File: config.mk
export PLATFORM = sky130hd
export DESIGN_NAME = stall_controller
export DESIGN_NICKNAME = d
export VERILOG_FILES = /design/src/rtl/pipe_ctrl_pkg.sv /design/src/rtl/stall_controller_bubble_counter.sv /design/src/rtl/stall_controller.sv
export SDC_FILE = /design/constraint.sdc
export NUM_CORES = 1
export LEC_CHECK = 0
export ABC_AREA = 1
export ABC_CLOCK_PERIOD_IN_PS = 1000
export BUFFER_PORTS_ARGS = -buffer_cell sky130_fd_sc_hd__buf_2
export CORE_MARGIN = 2
export CORE_UTILIZATION = 28
export CTS_BUF_LIST = sky130_fd_sc_hd__clkbuf_2 sky130_fd_sc_hd__clkbuf_4 sky130_fd_sc_hd__clkbuf_8
export DETAILED_ROUTE_END_ITERATION = 7
export PLACE_DENSITY = 0.72
export SLEW_MARGIN = 20
export SYNTH_ARGS = -nofsm -noshare
export SYNTH_HDL_FRONTEND = slang
export SYNTH_SLANG_ARGS = --single-unit
File: constraint.sdc
create_clock -name clk -period 1 [get_ports clk]
set_input_delay 0.15 -clock clk [delete_from_list [all_inputs] [get_ports clk]]
set_output_delay 0.15 -clock clk [all_outputs]
set_load 0.01 [all_outputs]
File: src/rtl/pipe_ctrl_pkg.sv
// pipe_ctrl_pkg: shared stall-code constants, controller state and bubble-count lookup
package pipe_ctrl_pkg;
  localparam logic [1:0] STALL_NONE = 2'd0;
  localparam logic [1:0] STALL_P2   = 2'd1;
  localparam logic [1:0] STALL_P3   = 2'd2;
  localparam logic [1:0] STALL_RSV  = 2'd3;

  typedef enum logic [1:0] {RUN, STALL, FLUSH} state_t;

  // The reserved code is treated as the worst-case hazard
  function automatic int req_count(input logic [1:0] code, input int p2, input int p3);
    return code == STALL_P2 ? p2 :
           code == STALL_P3 ? p3 :
           code == STALL_RSV ? (p2 > p3 ? p2 : p3) : 0;
  endfunction
endpackage

File: src/rtl/stall_controller_bubble_counter.sv
// bubble_counter: loadable down-counter with freeze input and done flag (count==1)
module bubble_counter #(
  parameter int W = 2
) (
  input  logic         clk,
  input  logic         rst_n,
  input  logic         i_load,
  input  logic         i_freeze,
  input  logic         i_dec,
  input  logic [W-1:0] i_val,
  output logic         o_done
);
  logic [W-1:0] r_cnt;

  // Load wins over decrement; freeze holds the count; never wraps below zero
  always_ff @(posedge clk) begin
    if (!rst_n) r_cnt <= '0;
    else if (!i_freeze) r_cnt <= i_load ? i_val : (i_dec && r_cnt != '0) ? r_cnt - 1'b1 : r_cnt;
  end

  assign o_done = r_cnt == W'(1);
endmodule

File: src/rtl/stall_controller.sv
// stall_controller: turns hazard codes and branch resolution into pipeline holds, bubbles and flushes (STALL_STATS_EN adds a stall-cycle counter)
module stall_controller
  import pipe_ctrl_pkg::*;
#(
  parameter int BUBBLES_P2   = 2,
  parameter int BUBBLES_P3   = 1,
  parameter int FLUSH_CYCLES = 1,
  parameter int CNT_W        = 2
) (
  input  logic        clk,
  input  logic        rst_n,
  input  logic [1:0]  i_stall_code,
  input  logic        i_p1_valid,
  input  logic        i_branch_taken,
  input  logic        i_ext_hold,
  output logic        o_pc_en,
  output logic        o_ifid_en,
  output logic        o_ifid_flush,
  output logic        o_idex_bubble,
  output logic        o_busy,
  output logic [31:0] o_stall_cycles
);
  localparam logic [CNT_W-1:0] ONE = CNT_W'(1);

  state_t           r_state, w_next;
  logic [CNT_W-1:0] w_n, w_load_val;
  logic             w_hazard, w_load, w_done, w_flush, w_stall;

  assign w_n      = CNT_W'(req_count(i_stall_code, BUBBLES_P2, BUBBLES_P3));
  assign w_hazard = i_p1_valid && i_stall_code != STALL_NONE;

  bubble_counter #(.W(CNT_W)) u_cnt (
    .clk     (clk),
    .rst_n   (rst_n),
    .i_load  (w_load),
    .i_freeze(i_ext_hold),
    .i_dec   (r_state != RUN),
    .i_val   (w_load_val),
    .o_done  (w_done)
  );

  // State register
  always_ff @(posedge clk) begin
    if (!rst_n) r_state <= RUN;
    else r_state <= w_next;
  end

  // Next state and counter load; a taken branch pre-empts any stall
  always_comb begin
    w_next     = r_state;
    w_load     = 1'b0;
    w_load_val = w_n - ONE;
    if (!i_ext_hold) begin
      if (i_branch_taken) begin
        w_next     = FLUSH_CYCLES > 1 ? FLUSH : RUN;
        w_load     = FLUSH_CYCLES > 1;
        w_load_val = CNT_W'(FLUSH_CYCLES - 1);
      end else if (r_state == RUN && w_hazard) begin
        w_next = w_n > ONE ? STALL : RUN;
        w_load = w_n > ONE;
      end else if (r_state != RUN && w_done) begin
        w_next = RUN;
      end
    end
  end

  // Pipeline controls; memory wait freezes everything
  always_comb begin
    w_flush       = !i_ext_hold && (i_branch_taken || r_state == FLUSH);
    w_stall       = !i_ext_hold && !w_flush && (r_state == STALL || (r_state == RUN && w_hazard));
    o_pc_en       = !i_ext_hold && !w_stall;
    o_ifid_en     = !i_ext_hold && !w_stall;
    o_ifid_flush  = w_flush;
    o_idex_bubble = w_flush || w_stall;
    o_busy        = r_state != RUN;
  end

`ifdef STALL_STATS_EN
  logic [31:0] r_stall_cycles;

  // Count hazard bubbles only, not branch flush bubbles
  always_ff @(posedge clk) begin
    if (!rst_n) r_stall_cycles <= '0;
    else if (w_stall) r_stall_cycles <= r_stall_cycles + 32'd1;
  end

  assign o_stall_cycles = r_stall_cycles;
`else
  assign o_stall_cycles = 32'd0;
`endif
endmodule
# --- Word level (Yosys, flattened, before mapping) ---
# Cells that the tools add are included.
word_totals:
  ff_bits: 4
  in_bits: 7
  out_inout_bits: 37
classes:
  add_sub_neg: 2
  order_cmp: 1
  n_eq_ne: 6
  n_mux: 13
  n_bitwise: 1
  reduce_logical: 22
op_table:
  columns: ["operator", "n"]
  rows:
  - ["$mux W2", 9]
  - ["$logic_and A1 B1 Y1", 8]
  - ["$reduce_bool A2 Y1", 4]
  - ["$eq A2 B1 Y1 const B", 3]
  - ["$eq A2 B2 Y1 const B", 3]
  - ["$mux W1", 4]
  - ["$reduce_and A2 Y1", 2]
  - ["$sub A2 B1 Y2 const B", 2]
  - ["$logic_not A1 Y1", 3]
  - ["$logic_or A1 B1 Y1", 3]
  - ["$reduce_bool A3 Y1", 1]
  - ["$gt A2 B1 Y1 const B", 1]
  - ["$logic_not A2 Y1", 1]
  - ["$not A1 Y1", 1]

# --- Longest topological paths before layout ---
# Gate-level depths: netlist (run 1).
logic_depth:
  ltp_word: 10
  ltp_mapped: 9

# --- By module ---
# A second synthesis (run 1) with hierarchy kept.
unflattened:
  cells_unflattened: 83
  hier_area_um2: 526.8
modules_own_cells:
  columns: ["mod", "n_inst", "cells_each", "area_per_inst_um2"]
  rows:
  - ["stall_controller", 1, 59, 379.1]
  - ["bubble_counter", 1, 24, 147.6]

# --- Least setup slack after synthesis (run 1) ---
# No wires, ideal clock.
synth_path:
  kind: "register to register"
  start: "register u_cnt.r_cnt[0]"
  end: "register u_cnt.r_cnt[1]"
  setup_time_ps: 113
  t_arrival_ps: 963
  t_required_ps: 887
  slack_ps: -76
  path_stages_with_launch: 9
  path_buffers: 0
  path_cell_list: "dfxtp_1 inv_1 ha_1 nor2_2 inv_1 nand2_2 nand2_2 nor2_1 nor2_1"
synth_via:
  elab_chain_cells: 4
  elab_cells_between_ends: 7
  classes_between: "1 x add/sub; 2 x mux; 4 x reduce/logical"
synth_lines:
  columns: ["item", "line_no", "text"]
  rows:
  - ["start: declaration", "stall_controller_bubble_counter.sv:13", "logic [W-1:0] r_cnt;"]
  - ["start signal: assignment", "stall_controller_bubble_counter.sv:18", "else if (!i_freeze) r_cnt <= i_load ? i_val : (i_dec && r_cnt != '0) ? r_cnt - 1'b1 : r_cnt;"]
  - ["parallel branches: the longest is 4 deep, another holds $sub A2 B1 Y2", null, null]
# Several ways; the timed one is not identified. The select of a mux whose other input is x is not followed.
# A chain may end at the register's enable or synchronous reset.

# --- Worst setup path in the final report (run 1) ---
layout_path:
  start: "register r_state[0]"
  end: "output port o_idex_bubble"
layout_via:
  elab_chain_cells: 7
  elab_cells_between_ends: 11
  classes_between: "2 x eq/ne; 9 x reduce/logical"
layout_lines:
  columns: ["item", "line_no", "text"]
  rows:
  - ["start: declaration", "stall_controller.sv:25", "state_t r_state, w_next;"]
  - ["start signal: assignment", "stall_controller.sv:45", "else r_state <= w_next;"]
  - ["$eq A2 B2 Y1", "stall_controller.sv:69", "w_flush = !i_ext_hold && (i_branch_taken || r_state == FLUSH);"]
  - ["$logic_or A1 B1 Y1", "stall_controller.sv:69", null]
  - ["$logic_and A1 B1 Y1", "stall_controller.sv:69", null]
  - ["$logic_not A1 Y1", "stall_controller.sv:70", "w_stall = !i_ext_hold && !w_flush && (r_state == STALL || (r_state == RUN && w_hazard));"]
  - ["$logic_and A1 B1 Y1 (2 in a row)", "stall_controller.sv:70", null]
  - ["$logic_or A1 B1 Y1 *", "stall_controller.sv:74", "o_idex_bubble = w_flush || w_stall;"]
  - ["end: declaration", "stall_controller.sv:19", "output logic o_idex_bubble,"]
# Mark *: on every way between the ends. The rest lies on a longest branch, timed or not.

==> impl_summary.log, run 1 <==
INFO  metric viasPerCell = 3.205
INFO  metric final_critical_path_share_of_the_clock_period = 1.095
INFO  metric hold_path.class = input port to flip-flop
INFO  metric ctsRootBufferMaster = clkbuf_4
INFO  metric floorplan.die_area = 2166 um2
INFO  metric post_route_cells_drive_above_1_share = 0.4130
INFO  metric synth-compound-area-share = 0.03951
INFO  metric synth_edf_count = 0
INFO  metric fp.dieW = 46.54 um
INFO  metric crit_path_start = r_state[0]$_SDFFE_PN0P_
INFO  metric io_buffer_count = 11
INFO  metric final_setup_margin = -0.09487 ns
INFO  metric drc_errors = 0
INFO  metric first_global_vias = 288
INFO  metric setup_viol_count_final = 5
INFO  metric synth_area_leaders = buf_4 (49%), dfxtp_1 (12%), inv_1 (8.1%)
INFO  metric min-delay-start = rst_n
INFO  metric holdBufCountCts = 0
INFO  metric timing.setup.critical_path_class = flip-flop to primary output
INFO  metric final_hold_viol_count = 0
INFO  metric layout_min_cycle_time = 1.095 ns
INFO  metric post_synth_mux_area_share = 0
INFO  metric post-synth-top-area-cell = buf_4
INFO  metric synth_async_sr_flop_share = 0
INFO  metric worst_ep_required_time = 0.85 ns
INFO  metric die-height = 46.54 um
INFO  metric n_antenna_cell = 0
INFO  metric adder_cell_share_of_the_synthesized_area = 0.04938
INFO  metric synth_cells = 74
INFO  metric dp_hpwl = 596.3 um
INFO  metric ys_seq_elements = 3
INFO  metric max_freq = 913.3 MHz
INFO  metric first_iter_violations = 1
INFO  metric final_net_count = 102
INFO  metric post_synth_instance_area = 506.7 um2
INFO  metric yosys.area_share.xor_xnor = 0
INFO  metric first_pass_grt_wire_length = 1048 um
INFO  metric max-vdd-ir-drop = 0.5667 mV
INFO  metric post_synth_and_or_nand_nor_area_fraction = 0.2148
INFO  metric grt_usage = 0.07643
INFO  metric arrival = 0.94 ns
INFO  metric antenna_left = 0
INFO  metric clkSlewWorstSetupHoldPaths = 0.04 ns
INFO  metric antenna_found_initial = 0
INFO  metric cap_violations = 0
INFO  metric cellPowerDensity = 877.0 nW/um2
INFO  metric status = finished, violations left
INFO  metric drt_wl_total = 770 um
INFO  metric synth_sequential_area_ratio = 0.1185
INFO  metric cp_max_fo = 4
INFO  metric area_growth_syn_to_layout = 16.05%
INFO  metric count_leader_synth = buf_4
INFO  metric rsz0062_at_grt = true
INFO  metric synth_top_area_share = 0.4889
INFO  metric clock_tree_from_tritoncts = done
INFO  metric placeableCoreArea = 1708 um2
INFO  metric leftover_overflow_at_the_end_of_global_routing = 0
INFO  metric syn_avg_cell_area = 6.848 um2
INFO  metric ys_dominant_reg_cell = dfxtp_1
INFO  metric synth.yosys.warnings = 0
INFO  metric gp_congestion = 0.7547
INFO  metric critical_path.reg2reg.startpoint = u_cnt.r_cnt[0]$_SDFFE_PN0P_
INFO  metric dr_total_vias = 375
INFO  metric clock_tree.buffer_depth = 2
INFO  metric io_pins = 44
INFO  metric tritoncts_num_sinks = 3
INFO  metric initial_standard_cell_utilization_of_the_core = 0.2967
INFO  metric pin_count_of_the_biggest_net_entering_global_routing = 5
INFO  metric htreeDepth = 1
INFO  metric cts_inserted_buffers = 3
INFO  metric preCtsSetupSlack = -0.05200 ns
INFO  metric critPathLaunchType = flip-flop
INFO  metric final_util = 0.3443
INFO  metric failed_checks = setup timing
INFO  metric clock_latency = 0.23 ns
INFO  metric synth_top_family_by_area = buffers and inverters
INFO  metric power.leakage = 0.3381 nW
INFO  metric row_count = 15
INFO  metric wire_per_inst = 6.581 um
INFO  metric post_synth_most_frequent_cells = buf_4 (33), inv_1 (11), nand2_1 (6), nor2_1 (6)
INFO  metric worst_setup_path_end_kind = primary output
INFO  metric drv_slew = 0
INFO  metric worst_clock_skew = 0.002782 ns
INFO  metric netlist-cell-type-count = 16
INFO  metric drt_pass1_iterations = 4
==> report_power, final <==
group / switching, mW / internal [mW]
Sequential: 0.00278 / 0.122
Combinational: 0.106 / 0.0453
Clock: 0.0629 / 0.177
Total: 0.172 / 0.344
==> critical path: stages (launching register included) <==
cell and delay, ns:
dfxtp_4 0.36, nor2_4 0.04, a21oi_1 0.15, buf_2 0.16
==> cells in the final DEF (no fill, tap or decap), types with 2 or more instances in the layout <==
cell / Yosys / layout
nor2_1: 6 / 3
conb_1: 1 / 32
inv_2: 0 / 3
nor2_4: 1 / 3
buf_6: 0 / 2
buf_2: 0 / 10
dfxtp_2: 0 / 2
nand2_2: 3 / 3
nand2_1: 6 / 6
clkbuf_4: 0 / 4
buf_4: 33 / 4
inv_1: 11 / 8
ha_4: 0 / 2
nor2_2: 2 / 3
==> routing by layer <==
layer	vias up	GRT usage	part of all wire
met1	162	0.05568	0.28
met2	19	0.1417	0.60
met3	4	0.01176	0.073
li1	190	-	-
met4	0	0.1029	0.044
met5	-	0	0
==> cell families after synthesis <==
group / count (synthesis)
flip-flops: 3
adder cells (fa/ha/maj): 2
AO/OA/AOI/OAI: 3
other: 1
AND/OR/NAND/NOR: 21
buffers and inverters: 44
==> sequential cells by signal, summed over array words and instances (netlist names) <==
name,flops
r_state,1
u_cnt.r_cnt,2
==> path summary, 6_finish.rpt <==
kind | cells after the start | slack, ns | to
min | 3 | 0.16 | u_cnt.r_cnt[1]$_SDFFE_PN0P_
max | 3 | -0.09 | o_idex_bubble
max reg2reg | 8 | -0.02 | u_cnt.r_cnt[1]$_SDFFE_PN0P_
min reg2reg | 4 | 0.57 | u_cnt.r_cnt[0]$_SDFFE_PN0P_
==> stage by stage <==
step	cell area [um2]	TNS [ns]	total power, mW	hold slack (ns)	cells
4_1_cts	563.0	-0.2771	0.5198	0.1634	116
3_5_place_dp	490.5	-0.1139	0.2602	0.4048	111
3_3_place_gp	490.5	-0.03998	0.2574	0.4036	111
2_1_floorplan	629.4	-0.001223	0.3190	0.2704	105
5_1_grt	588.1	-0.6210	0.5641	0.1604	117
6_report	588.1	-0.2926	0.5157	0.1566	117
==> cell type report <==
type,count,area (um2)
multi-input combinational,58,316.6
inverter,11,41.29
tap,25,31.28
timing repair buffer,16,102.6
sequential,3,66.31
clock buffer,4,30.03
fill,194,1120
==> timing repair <==
action,4_1_cts,5_1_grt
setup endpoints to repair,6,7
pin swaps,4,4
buffers inserted,1,1
resized for setup,11,4
No activity file was read; power rests on OpenSTA's default activity.
==> inputs of run 2 (changes only) <==
Settings changed: BUFFER_PORTS_ARGS -buffer_cell sky130_fd_sc_hd__buf_2 to not set, DONT_BUFFER_PORTS set to 1, PLACE_DENSITY 0.72 to 0.5.
==> impl_summary.log, run 2 (synthesized netlist as in run 1, its figures left out) <==
INFO  metric pin_count_of_the_biggest_net_entering_global_routing = 6
INFO  metric gp_congestion = 0.6312
INFO  metric clkSlewWorstSetupHoldPaths = 0.04 ns
INFO  metric final_cell_area = 534.3 um2
INFO  metric drt_pass1_iterations = 1
INFO  metric row_count = 15
INFO  metric cellPowerDensity = 908.3 nW/um2
INFO  metric clock_latency = 0.23 ns
INFO  metric top_register = u_cnt.r_cnt
INFO  metric combPwrFrac = 0.258
INFO  metric viasPerCell = 3.200
INFO  metric layout_min_cycle_time = 1.025 ns
INFO  metric worst_clock_skew = 0.002038 ns
INFO  metric io_pins = 44
INFO  metric holdBufCountCts = 0
INFO  metric crit-reg2reg-capture = u_cnt.r_cnt[0]$_SDFFE_PN0P_
INFO  metric timing.critical_path.mode_cell = nand2_1
INFO  metric clock_tree.buffer_depth = 2
INFO  metric leftover_overflow_at_the_end_of_global_routing = 0
INFO  metric critPathLaunchType = flip-flop
INFO  metric initial_standard_cell_utilization_of_the_core = 0.2967
INFO  metric first_global_vias = 246
INFO  metric crit_path_start = u_cnt.r_cnt[1]$_SDFFE_PN0P_
INFO  metric drt_wl_total = 717 um
INFO  metric max-vdd-ir-drop = 0.5745 mV
INFO  metric total_switching_power = 0.1570 mW
INFO  metric placed_cell_area = 442.9 um2
INFO  metric clock_power_share = 0.483
INFO  metric htreeDepth = 1
INFO  metric max_freq = 975.9 MHz
INFO  metric hold_path.class = input port to flip-flop
INFO  metric preCtsSetupSlack = -0.05801 ns
INFO  metric final_util = 0.3128
INFO  metric die-height = 46.54 um
INFO  metric worst_ep_required_time = 1.17 ns
INFO  metric timing.setup.critical_path_class = flip-flop to flip-flop
INFO  metric n_antenna_cell = 0
INFO  metric rsz0062_at_grt = true
INFO  metric cp_slowest_cell = dfxtp_2
INFO  metric cap_violations = 0
INFO  metric critical_path.reg2reg.startpoint = u_cnt.r_cnt[1]$_SDFFE_PN0P_
INFO  metric largestRegisters = u_cnt.r_cnt (2), r_state (1)
INFO  metric worst_r2r_path_depth = 9
INFO  metric final_common_cell = conb_1
INFO  metric dr_total_vias = 336
INFO  metric fp.dieW = 46.54 um
INFO  metric failed_checks = setup timing
INFO  metric critPathTopFamily = simple AND/OR/NAND/NOR gates
INFO  metric status = finished, violations left
INFO  metric dp_hpwl = 544 um
INFO  metric timing.critical_path.buf_inv = 2
INFO  metric critical_path.cell_chain = inv_4, ha_4, nor2_4, inv_2, nand2_2, nand2_4, nand2_1, nand2_1, nor2_2
INFO  metric setup_viol_count_final = 4
INFO  metric holdWs = 0.03482 ns
INFO  metric p_int = 0.3283 mW
INFO  metric cp_max_fo = 3
INFO  metric fin_total_pwr = 0.4853 mW
INFO  metric grt_usage = 0.06215
INFO  metric worst_setup_path_end_kind = flip-flop
INFO  metric post_route_cells_drive_above_1_share = 0.3500
INFO  metric timing.critical_path.depth = 9
INFO  metric worstSetupEndpoint = u_cnt.r_cnt[0]$_SDFFE_PN0P_
INFO  metric placeableCoreArea = 1708 um2
INFO  metric antenna_found_initial = 0
INFO  metric swShare = 0.3235
INFO  metric ctsRootBufferMaster = clkbuf_4
INFO  metric first_pass_grt_wire_length = 869 um
INFO  metric largest_register_ff_count = 2
INFO  metric wire_per_inst = 6.829 um
INFO  metric post-cts-setup-buffer-count = 0
INFO  metric regToRegSetupSlack = -0.02 ns
INFO  metric first_iter_violations = 0
INFO  metric drc_errors = 0
INFO  metric clock_tree_from_tritoncts = done
INFO  metric cts_inserted_buffers = 3
INFO  metric drv_slew = 0
INFO  metric power.leakage = 0.2946 nW
INFO  metric final_cell_mix = conb_1 (32), inv_1 (8), nand2_1 (6)
INFO  metric final_net_count = 90
INFO  metric floorplan.die_area = 2166 um2
INFO  metric antenna_left = 0
INFO  metric final_hold_viol_count = 0
INFO  metric io_buffer_count = 0
INFO  metric tritoncts_num_sinks = 3
INFO  metric area_growth_syn_to_layout = 5.432%
INFO  metric final_critical_path_share_of_the_clock_period = 1.025
INFO  metric cpPeakStageDelay = 0.33 ns
INFO  metric power_frac_seq = 0.259
INFO  metric final_setup_margin = -0.02467 ns
INFO  metric arrival = 1.19 ns
[run 2: cell count changes in the layout (fill, tap and decap cells not counted), sizes merged]
cell / change
buf: -12
[run 2: worst min-delay path by stage]
stage	start	endpoint	slack, ns	cells past startpoint
after floorplan	rst_n	u_cnt.r_cnt[1]$_SDFFE_PN0P_	0.27	2
after global routing	rst_n	u_cnt.r_cnt[1]$_SDFFE_PN0P_	0.03	2
after CTS	rst_n	u_cnt.r_cnt[1]$_SDFFE_PN0P_	0.03	2
after detailed placement	rst_n	u_cnt.r_cnt[1]$_SDFFE_PN0P_	0.28	2
final	rst_n	u_cnt.r_cnt[1]$_SDFFE_PN0P_	0.03	2
after global placement	rst_n	u_cnt.r_cnt[1]$_SDFFE_PN0P_	0.28	2
[run 2: power groups by stage]
stage	Clock [mW]	Combinational, mW	Sequential [mW]
final	0.235	0.125	0.126
after global routing	0.270	0.142	0.126
after CTS	0.247	0.118	0.125
after detailed placement	0	0.105	0.128
after global placement	0	0.104	0.128
after floorplan	0	0.191	0.128
[run 2: metal layers]
metal  part of all wire  global-route usage  routed length, um  up-vias
li1                   -                   -                  -      165
met1               0.40             0.06512                289      145
met2               0.46             0.08889                329       26
met3               0.14             0.07059                 99        0
met4                  0                   0                  0        0
met5                  0                   0                  0        -
[run 2: cell type report]
class | count | area (um2)
inverter | 11 | 43.79
tap | 25 | 31.28
clock buffer | 4 | 30.03
multi-input combinational | 58 | 332.8
timing repair buffer | 4 | 30.03
sequential | 3 | 66.31
fill | 199 | 1174
[run 2: through the flow]
step / setup TNS [ns] / cells
finish: -0.08417 / 105
global route: -0.4317 / 105
CTS: -0.2223 / 105
detailed placement: -0.09990 / 101
global placement: -0.04778 / 101
floorplan: -0.001223 / 105
[run 2: repair_timing]
| item | in CTS | in global routing |
|---|---|---|
| gates resized for setup | 12 | 6 |
| endpoints found under the setup margin | 6 | 6 |
| pin swaps | 7 | 6 |
| cloned | 0 | 0 |
